`config.mk`:
```
export PLATFORM = sky130hd
export DESIGN_NAME = line_follow_ctrl
export DESIGN_NICKNAME = d
export VERILOG_FILES = /design/src/rtl/line_follow_pkg.sv /design/src/rtl/input_debounce.sv /design/src/rtl/line_follow_ctrl.sv
export SDC_FILE = /design/constraint.sdc
export NUM_CORES = 1
export LEC_CHECK = 0
export ABC_AREA = 1
export BUFFER_PORTS_ARGS = -buffer_cell sky130_fd_sc_hd__clkbuf_2
export CAP_MARGIN = 20
export CORE_ASPECT_RATIO = 1.25
export CORE_MARGIN = 2
export CORE_UTILIZATION = 25
export DETAILED_ROUTE_END_ITERATION = 7
export PLACE_DENSITY = 0.52
export SYNTH_ARGS = -nofsm -noshare
export SYNTH_HDL_FRONTEND = slang
export SYNTH_SLANG_ARGS = --single-unit
```
`constraint.sdc`:
```
create_clock -name clk -period 3.4 [get_ports clk]
set_input_delay 0.51 -clock clk [delete_from_list [all_inputs] [get_ports clk]]
set_output_delay 0.51 -clock clk [all_outputs]
set_load 0.01 [all_outputs]
```
`src/rtl/line_follow_pkg.sv`:
```
// Shared types and constants for the line-following rover controller:
// H-bridge codes, controller states, sensor classes and pivot direction.
package line_follow_pkg;

  localparam logic [3:0] MC_FWD   = 4'b0101;
  localparam logic [3:0] MC_LEFT  = 4'b1010;
  localparam logic [3:0] MC_RIGHT = 4'b0110;
  localparam logic [3:0] MC_BRAKE = 4'b0000;

  typedef enum logic [2:0] {
    IDLE   = 3'd0,
    FOLLOW = 3'd1,
    TURN_L = 3'd2,
    TURN_R = 3'd3,
    SEARCH = 3'd4,
    OBST   = 3'd5,
    STOP   = 3'd6
  } state_e;

  typedef enum logic [2:0] {
    CL_FWD   = 3'd0,
    CL_LEFT  = 3'd1,
    CL_RIGHT = 3'd2,
    CL_NONE  = 3'd3,
    CL_CROSS = 3'd4
  } class_e;

  typedef enum logic {
    DIR_LEFT  = 1'b0,
    DIR_RIGHT = 1'b1
  } dir_e;

  function automatic logic [3:0] pivot_code(dir_e dir);
    return (dir == DIR_RIGHT) ? MC_RIGHT : MC_LEFT;
  endfunction

endpackage

```
`src/rtl/input_debounce.sv`:
```
// Two-flop synchroniser followed by a per-bit debouncer: a filtered bit only
// follows its synchronised input after DEB_CYC consecutive cycles of disagreement.
module input_debounce #(
  parameter int WIDTH   = 1,
  parameter int DEB_CYC = 16
) (
  input  logic             clk,
  input  logic             rst_n,
  input  logic [WIDTH-1:0] raw_i,
  output logic [WIDTH-1:0] filt_o
);

  localparam int CNT_W = (DEB_CYC > 1) ? $clog2(DEB_CYC) : 1;

  logic [WIDTH-1:0] sync1_q;
  logic [WIDTH-1:0] sync2_q;
  logic [WIDTH-1:0] filt_q;
  logic [WIDTH-1:0] filt_d;
  logic [CNT_W-1:0] cnt_q [WIDTH];
  logic [CNT_W-1:0] cnt_d [WIDTH];

  always_ff @(posedge clk or negedge rst_n) begin
    if (!rst_n) begin
      sync1_q <= '0;
      sync2_q <= '0;
    end else begin
      sync1_q <= raw_i;
      sync2_q <= sync1_q;
    end
  end

  // Any cycle of agreement (a bounce back) clears the run counter.
  always_comb begin
    filt_d = filt_q;
    for (int i = 0; i < WIDTH; i++) begin
      cnt_d[i] = '0;
      if (sync2_q[i] != filt_q[i]) begin
        if (cnt_q[i] == CNT_W'(DEB_CYC - 1)) begin
          filt_d[i] = sync2_q[i];
        end else begin
          cnt_d[i] = cnt_q[i] + CNT_W'(1);
        end
      end
    end
  end

  always_ff @(posedge clk or negedge rst_n) begin
    if (!rst_n) begin
      filt_q <= '0;
      for (int i = 0; i < WIDTH; i++) begin
        cnt_q[i] <= '0;
      end
    end else begin
      filt_q <= filt_d;
      for (int i = 0; i < WIDTH; i++) begin
        cnt_q[i] <= cnt_d[i];
      end
    end
  end

  assign filt_o = filt_q;

endmodule

```
`src/rtl/line_follow_ctrl.sv`:
```
// Rover steering controller: debounced sensors feed a priority state machine
// (halt > obstacle > line class) driving registered H-bridge code and PWM enables.
module line_follow_ctrl
  import line_follow_pkg::*;
#(
  parameter int N_SENS     = 3,
  parameter int PWM_W      = 8,
  parameter int DEB_CYC    = 16,
  parameter int LOST_CYC   = 50000,
  parameter int RESUME_CYC = 1000
) (
  input  logic              clk,
  input  logic              rst_n,
  input  logic [N_SENS-1:0] induct,
  input  logic              proxim,
  input  logic              red,
  input  logic [PWM_W-1:0]  duty_fwd,
  input  logic [PWM_W-1:0]  duty_turn,
  output logic [3:0]        motor_in,
  output logic [1:0]        motor_en,
  output logic [2:0]        state_o,
  output logic              lost
);

  localparam int CENTRE = N_SENS / 2;
  localparam int SRCH_W = (LOST_CYC > 1) ? $clog2(LOST_CYC) : 1;
  localparam int RES_W  = (RESUME_CYC > 1) ? $clog2(RESUME_CYC) : 1;

  logic [N_SENS-1:0] induct_f;
  logic [1:0]        ctl_f;
  logic              prox_f;
  logic              red_f;

  input_debounce #(
    .WIDTH   (N_SENS),
    .DEB_CYC (DEB_CYC)
  ) u_induct_deb (
    .clk    (clk),
    .rst_n  (rst_n),
    .raw_i  (induct),
    .filt_o (induct_f)
  );

  input_debounce #(
    .WIDTH   (2),
    .DEB_CYC (DEB_CYC)
  ) u_ctl_deb (
    .clk    (clk),
    .rst_n  (rst_n),
    .raw_i  ({proxim, red}),
    .filt_o (ctl_f)
  );

  assign prox_f = ctl_f[1];
  assign red_f  = ctl_f[0];

  logic   left_any;
  logic   right_any;
  class_e cls;

  always_comb begin
    left_any  = |induct_f[CENTRE-1:0];
    right_any = |induct_f[N_SENS-1:CENTRE+1];
    if (left_any && right_any) begin
      cls = CL_CROSS;
    end else if (left_any) begin
      cls = CL_LEFT;
    end else if (right_any) begin
      cls = CL_RIGHT;
    end else if (induct_f[CENTRE]) begin
      cls = CL_FWD;
    end else begin
      cls = CL_NONE;
    end
  end

  state_e            state_q, state_d;
  state_e            saved_q, saved_d;
  dir_e              last_turn_q, last_turn_d;
  logic [SRCH_W-1:0] search_cnt_q, search_cnt_d;
  logic [RES_W-1:0]  resume_cnt_q, resume_cnt_d;

  always_comb begin
    state_d      = state_q;
    saved_d      = saved_q;
    search_cnt_d = search_cnt_q;
    resume_cnt_d = '0;
    if (red_f) begin
      state_d = IDLE;
    end else begin
      case (state_q)
        IDLE: state_d = FOLLOW;
        FOLLOW, TURN_L, TURN_R: begin
          if (prox_f) begin
            saved_d = state_q;
            state_d = OBST;
          end else begin
            case (cls)
              CL_FWD:   state_d = FOLLOW;
              CL_LEFT:  state_d = TURN_L;
              CL_RIGHT: state_d = TURN_R;
              CL_NONE: begin
                state_d      = SEARCH;
                search_cnt_d = '0;
              end
              default: state_d = state_q;
            endcase
          end
        end
        // A crossing seen while searching does not end the search.
        SEARCH: begin
          if (prox_f) begin
            saved_d = SEARCH;
            state_d = OBST;
          end else begin
            case (cls)
              CL_FWD:   state_d = FOLLOW;
              CL_LEFT:  state_d = TURN_L;
              CL_RIGHT: state_d = TURN_R;
              default: begin
                if (search_cnt_q == SRCH_W'(LOST_CYC - 1)) begin
                  state_d = STOP;
                end else begin
                  search_cnt_d = search_cnt_q + SRCH_W'(1);
                end
              end
            endcase
          end
        end
        OBST: begin
          if (!prox_f) begin
            if (resume_cnt_q == RES_W'(RESUME_CYC - 1)) begin
              state_d = saved_q;
            end else begin
              resume_cnt_d = resume_cnt_q + RES_W'(1);
            end
          end
        end
        STOP:    state_d = STOP;
        default: state_d = IDLE;
      endcase
    end
  end

  always_comb begin
    last_turn_d = last_turn_q;
    if (state_d == TURN_L) begin
      last_turn_d = DIR_LEFT;
    end else if (state_d == TURN_R) begin
      last_turn_d = DIR_RIGHT;
    end
  end

  logic [PWM_W-1:0] pwm_cnt_q, pwm_cnt_d;
  logic [PWM_W-1:0] duty_sel;
  logic             pwm_on;
  logic [3:0]       motor_in_q, motor_in_d;
  logic [1:0]       motor_en_q, motor_en_d;
  logic             lost_q, lost_d;

  // Outputs follow the next state so they line up with state_o.
  always_comb begin
    motor_in_d = MC_BRAKE;
    duty_sel   = '0;
    case (state_d)
      FOLLOW: begin
        motor_in_d = MC_FWD;
        duty_sel   = duty_fwd;
      end
      TURN_L: begin
        motor_in_d = MC_LEFT;
        duty_sel   = duty_turn;
      end
      TURN_R: begin
        motor_in_d = MC_RIGHT;
        duty_sel   = duty_turn;
      end
      SEARCH: begin
        motor_in_d = pivot_code(last_turn_d);
        duty_sel   = duty_turn;
      end
      default: begin
        motor_in_d = MC_BRAKE;
        duty_sel   = '0;
      end
    endcase
    pwm_on     = (duty_sel == '1) || (pwm_cnt_q < duty_sel);
    motor_en_d = {pwm_on, pwm_on};
    lost_d     = (state_d == STOP);
    pwm_cnt_d  = pwm_cnt_q + PWM_W'(1);
  end

  always_ff @(posedge clk or negedge rst_n) begin
    if (!rst_n) begin
      state_q      <= IDLE;
      saved_q      <= IDLE;
      last_turn_q  <= DIR_LEFT;
      search_cnt_q <= '0;
      resume_cnt_q <= '0;
      pwm_cnt_q    <= '0;
      motor_in_q   <= MC_BRAKE;
      motor_en_q   <= 2'b00;
      lost_q       <= 1'b0;
    end else begin
      state_q      <= state_d;
      saved_q      <= saved_d;
      last_turn_q  <= last_turn_d;
      search_cnt_q <= search_cnt_d;
      resume_cnt_q <= resume_cnt_d;
      pwm_cnt_q    <= pwm_cnt_d;
      motor_in_q   <= motor_in_d;
      motor_en_q   <= motor_en_d;
      lost_q       <= lost_d;
    end
  end

  assign motor_in = motor_in_q;
  assign motor_en = motor_en_q;
  assign state_o  = state_q;
  assign lost     = lost_q;

endmodule

```
### Yosys cells after proc, flatten, opt, wreduce, memory -nomap -nowiden

Index checks and enable logic that the tools add are counted.

* $add $sub $neg: 8
* magnitude comparators: 1
* equal/unequal tests: 34
* multiplexer cells: 41
* bitwise operators: 1
* reductions and logical operators: 15

Operator list (number)
* $mux W16: 5
* $mux W4: 11
* $mux W10: 4
* $pmux W16 S2: 1
* $mux W3: 10
* $add A4 B1 Y4 const B: 5
* $eq A4 B4 Y1 const B: 5
* $eq A3 B2 Y1 const B: 6
* $add A16 B1 Y16 const B: 1
* $eq A16 B16 Y1 const B: 1
* $pmux W4 S4: 1
* $pmux W8 S2: 1
* $eq A3 B3 Y1 const B: 5
* $pmux W3 S5: 1
* $pmux W3 S4: 1
* $add A10 B1 Y10 const B: 1
* $eq A10 B10 Y1 const B: 1
* $ne A2 B2 Y1 const B: 5
* $reduce_and A2 Y1: 5
* $eq A3 B1 Y1 const B: 3
* $pmux W3 S3: 1
* $reduce_or A3 Y1: 3
* $add A8 B1 Y8 const B: 1
* $eq A8 B8 Y1 const B: 1
* 13 further kinds: 21

* flip-flop bits (word level): 82
* input port bits: 23
* logic and storage cells: 123

### Logic depth before layout (Yosys ltp)

* depth in word-level cells: 14
* gate-level depth with buffers: 23
* mapped depth without buffers: 23

### Hierarchy

A second synthesis with hierarchy kept.

* cell total of the unflattened synthesis: 484
* area, all modules: 4141.5 um^2

By module, submodules not included
* line_follow_ctrl: times used 1, cells an instance 344, area each 2742.6 um^2, seq. area each 1176.1 um^2
* input_debounce (u_induct_deb): times used 1, cells an instance 84, area each 840.8 um^2, seq. area each 525.5 um^2
* input_debounce (u_ctl_deb): times used 1, cells an instance 56, area each 558.0 um^2, seq. area each 350.3 um^2

### Worst setup path before layout

No wires, ideal clock.

* kind: register to register
* start: reg resume_cnt_q[0]
* end: reg motor_en[0] (netlist name)
* arrival: 2.368 ns
* required time: 3.335 ns
* setup slack: 0.967 ns
* stages on the path, launching flop included: 18
* clock period less this slack: 2.433 ns
* cells stage by stage: dfrtp_1 ha_1 nand2_1 nor2_1 nand3_1 o21ai_1 nand2_2 nor2_1 nand3_1 nand3_4 a22o_2 inv_1 ha_1 a21oi_1 nor2_1 a211oi_1 nand2_1 nand2_1

* word-level cells in the longest chain between the ends: 10

Ends and longest elaborated chain
* from (decl): RTL line line_follow_ctrl.sv:81 `logic [RES_W-1:0] resume_cnt_q, resume_cnt_d;`
* from (signal assigned): RTL line line_follow_ctrl.sv:209 `resume_cnt_q <= resume_cnt_d;`
* $eq A10 B10 Y1 (*): RTL line line_follow_ctrl.sv:132 `if (resume_cnt_q == RES_W'(RESUME_CYC - 1)) begin`
* $mux W3 (*): RTL line line_follow_ctrl.sv:132
* $mux W3 (*): RTL line line_follow_ctrl.sv:131 `if (!prox_f) begin`
* $pmux W3 S5 (*): RTL line line_follow_ctrl.sv:91 `case (state_q)`
* $mux W3 (*): RTL line line_follow_ctrl.sv:88 `if (red_f) begin`
* $eq A3 B2 Y1 / $eq A3 B3 Y1 (equally long branches): RTL line line_follow_ctrl.sv:165 `case (state_d)`
* $reduce_or A3 Y1 (no line)
* $pmux W8 S2 (*): RTL line line_follow_ctrl.sv:165
* $lt A8 B8 Y1 / $eq A8 B8 Y1 (equally long branches): RTL line line_follow_ctrl.sv:187 `pwm_on = (duty_sel == '1) || (pwm_cnt_q < duty_sel);`
* $logic_or A1 B1 Y1 (*): RTL line line_follow_ctrl.sv:187
* net pwm_on: RTL line line_follow_ctrl.sv:156 `logic pwm_on;`

The timed path passes the listed nets; every way through them passes the cells marked *.
A chain may end at the register's enable or synchronous reset.

### Worst setup path in the final report

* start: reg u_induct_deb.filt_q[2] (netlist: u_induct_deb.filt_o[2])
* end: reg motor_en[0] (netlist name)

* word-level cells in the longest chain between the ends: 13

Ends and longest elaborated chain
* from (decl): RTL line input_debounce.sv:17 `logic [WIDTH-1:0] filt_q;`
* from (signal assigned): RTL line input_debounce.sv:54 `filt_q <= filt_d;`
* $mux W2: RTL line line_follow_ctrl.sv:68 `end else if (right_any) begin`
* $mux W3: RTL line line_follow_ctrl.sv:66 `end else if (left_any) begin`
* $mux W3 (*): RTL line line_follow_ctrl.sv:64 `if (left_any && right_any) begin`
* $eq A3 B2 Y1, or another cell as far along: RTL line line_follow_ctrl.sv:98 `case (cls)`
* $pmux W3 S4 / $pmux W3 S3 (equally long branches): RTL line line_follow_ctrl.sv:98, line_follow_ctrl.sv:116
* $mux W3, on equally long branches: RTL line line_follow_ctrl.sv:94, line_follow_ctrl.sv:112
* $pmux W3 S5 (*): RTL line line_follow_ctrl.sv:91
* $mux W3 (*): RTL line line_follow_ctrl.sv:88
* $eq A3 B2 Y1 / $eq A3 B3 Y1 (equally long branches): RTL line line_follow_ctrl.sv:165
* $reduce_or A3 Y1 (no line)
* $pmux W8 S2 (*): RTL line line_follow_ctrl.sv:165
* $lt A8 B8 Y1 / $eq A8 B8 Y1 (equally long branches): RTL line line_follow_ctrl.sv:187
* $logic_or A1 B1 Y1 (*): RTL line line_follow_ctrl.sv:187
* net pwm_on: RTL line line_follow_ctrl.sv:156

Marked as above.

==> results.cfg <==
[layout]
stdcell_count = 712
fin_nets = 534
drive_above_1_share = 0.1780
area_growth_pct = 18.40
fin_area_sq_um = 4775
n_antenna_cell = 0
finalCoreUtilization = 0.3042

[global_route]
antenna_found_initial = 0
overflow = 0
grt_pass1_wl_mm = 14.21
grt_max_degree = 41
grt_pass1_vias = 3125
grtUsageTotal = 0.1008

[placement]
dp.cells = 696
gp_congestion = 0.7960
post-dp-hpwl_mm = 6.053
dpl_worst_slack_ps = 667.9
io_buffers = 32
place_area_sq_um = 4468

[sta]
fin_ws_ps = 614.8
slew_violations = 0
worst_slew_pin_slew_ps = 506.2
whs_ps = 142.4
fin_crit_ps = 2785
fmax_ghz = 0.3590
setup_viol = 0
rsz0062_at_grt = no
fin_skew_ps = 7.825
max_slew_margin = 0.6626
finalSetupTns_ps = 0
fin_crit_sh = 0.8192
hold_viol = 0

[yosys]
syn-num-nets = 490
ys_top_cells_by_count = 82 x dfrtp_1, 73 x nand2_1, 64 x nor2_1
async_flop_share = 1.000
ys_ff_latch = 82
synth_top_area_cell = dfrtp_1
syn_inst = 451
avgSynthCellArea_sq_um = 8.942
synth_top_area_frac = 0.5088
synthTopCellsByArea = dfrtp_1 51%, nand2_1 6.8%, nor2_1 6.0%
syn_area_sq_um = 4033
synth_most_common_cell = dfrtp_1
synth_edf_count = 0
synthFlopType = dfrtp_1
synth_warnings = 0
seq_area_frac_synth = 0.5088
synth.distinct_cells = 34

[route]
wl_per_cell_um = 11.22
viasPerCell = 4.277
drtPass1Iterations = 4
drtAntennaViolNets = 0
drc_errors = 0
route.met3.wl_um = 264
drt-initial-drc-count = 91
m1WireLength_mm = 3.781
top_layer = met4
met2_length_mm = 3.797
num_vias = 3045
wirelength_mm = 7.992

[pwr]
p_leak_nw = 2.294
power.density_nw_per_um2 = 632.7
power.total_mw = 3.021
vdd_drop_max_v = 0.0003125

[floorplan]
std_cell_rows = 51
dieArea_sq_um = 17170
die_w_um = 117.6
coreArea_sq_um = 15700
ios = 33
start_util = 0.2569
die_h_um = 146.0

[cts]
numClockSinks = 82
cts_tree = done
htree_levels = 3
cts_setup_buffers = 0
clockBufferDepth = 2
numCtsBuffers = 9
clock-root-buffer = clkbuf_16
cts_resized = 0
clk_latency_ps = 340
holdBufCountCts = 0
cts.clk_slew.worst_paths_ps = 60

[worst_setup_path]
slowest_stage = dfrtp_1
endpoint_kind = flop
rrSetupSlack_ps = 610
start_kind = flop
slowest_delay_ps = 430
critPathKind = reg2reg
critPathArrivalTime_ps = 3060
crit_fanout = 9
path_delay_family = simple AND/OR/NAND/NOR gates
crit_required_ps = 3680
critical_path.most_common_cell = nor2_1
critPathBufInv = 2
crit_chain = ha_1 > inv_1 > nand3_1 > o21ai_0 > nor2_1 > nand2_2 > nand2_2 > nor2_1 > nand3_2 > nand3_4 > a22o_2 > inv_1 > ha_1 > a21oi_1 > nor2_1 > a211oi_1 > nand2_1 > nand2_1

[run]
max_cap_viol_count = 0

[outcome]
status = finished clean

[min_path]
hold_path.class = in2async
[where the power goes]
| part | leakage [nW] | switching (mW) | internal, mW |
|---|---|---|---|
| clock network | 0.145 | 0.380 | 0.608 |
| registers | 1.08 | 0.0611 | 1.06 |
| logic | 1.07 | 0.588 | 0.327 |
| total | 2.29 | 1.03 | 1.99 |
[flip-flops by register name (all words and copies together) (netlist names)]
name                  count
u_induct_deb.sync2_q      3
last_turn_q               1
u_induct_deb.cnt_q       12
state_o                   3
motor_in                  4
u_ctl_deb.sync1_q         2
u_induct_deb.sync1_q      3
lost                      1
search_cnt_q             16
u_ctl_deb.sync2_q         2
u_ctl_deb.cnt_q           8
resume_cnt_q             10
saved_q                   3
u_induct_deb.filt_o       3
u_ctl_deb.filt_o          2
pwm_cnt_q                 8
motor_en                  1
[worst register-to-register path: cells and delay by family (launching register included)]
kind | cells | cell delay, ps
buffers and inverters | 2 | 120
flip-flops | 1 | 430
adder cells (fa/ha/maj) | 2 | 540
AND/OR/NAND/NOR | 10 | 930
AO/OA/AOI/OAI | 4 | 700
[cell families (layout without fill, tap and decap cells)]
kind of cell / count (synthesis) / in the layout / share of synthesized area
flip-flops: 82 / 82 / 0.5088
adder cells (fa/ha/maj): 16 / 16 / 0.04964
multiplexers: 1 / 1 / 0.002792
XOR/XNOR: 24 / 24 / 0.05212
buffers and inverters: 64 / 113 / 0.06081
AO/OA/AOI/OAI: 48 / 48 / 0.06919
AND/OR/NAND/NOR: 216 / 216 / 0.2566
[per-layer routing]
layer  vias up  GRT usage
met1      1448     0.1257
met4         0    0.04819
met2        47     0.1655
met5         -          0
li1       1537          -
met3        13    0.02234
[path summary, 6_finish.rpt]
| kind | startpoint | endpoint | cells after the start |
|---|---|---|---|
| worst max-delay path | u_induct_deb.filt_o[2] | motor_en[0] | 18 |
| worst min-delay path | rst_n | search_cnt_q[6] | 1 |
| worst max register to register | u_induct_deb.filt_o[2] | motor_en[0] | 18 |
| worst min register to register | u_ctl_deb.sync1_q[1] | u_ctl_deb.sync2_q[1] | 0 |
| max in group asynchronous | rst_n | last_turn_q | 2 |
| min in group clk | proxim | u_ctl_deb.sync1_q[1] | 1 |
[cell usage in the layout (no fill, tap or decap), types with 3 or more instances in the layout]
cell | Yosys | layout
nand2_1 | 73 | 73
nor2_4 | 4 | 4
o21ai_0 | 14 | 14
inv_2 | 7 | 7
ha_1 | 16 | 16
nand3_1 | 31 | 31
buf_4 | 1 | 3
clkbuf_16 | 0 | 9
nand2_2 | 10 | 10
nand3_2 | 4 | 4
a22o_2 | 4 | 4
dfrtp_1 | 82 | 82
inv_1 | 55 | 55
nor2_1 | 64 | 64
clkbuf_2 | 0 | 31
nor3_1 | 11 | 11
a21oi_1 | 21 | 21
a211oi_1 | 3 | 3
nand4_1 | 6 | 6
xor2_1 | 11 | 11
xnor2_1 | 13 | 13
nor2_2 | 3 | 3
[cell type report]
cell class                      count  area, sq um
Multi-Input combinational cell    305         1735
Sequential cell                    82         2052
Clock buffer                       12        256.5
Clock inverter                      4        50.05
Fill cell                        1670        10920
Tap cell                          212        265.3
Inverter                           63        237.7
Timing Repair Buffer               34        177.7
No activity file was read; power rests on OpenSTA's default activity.
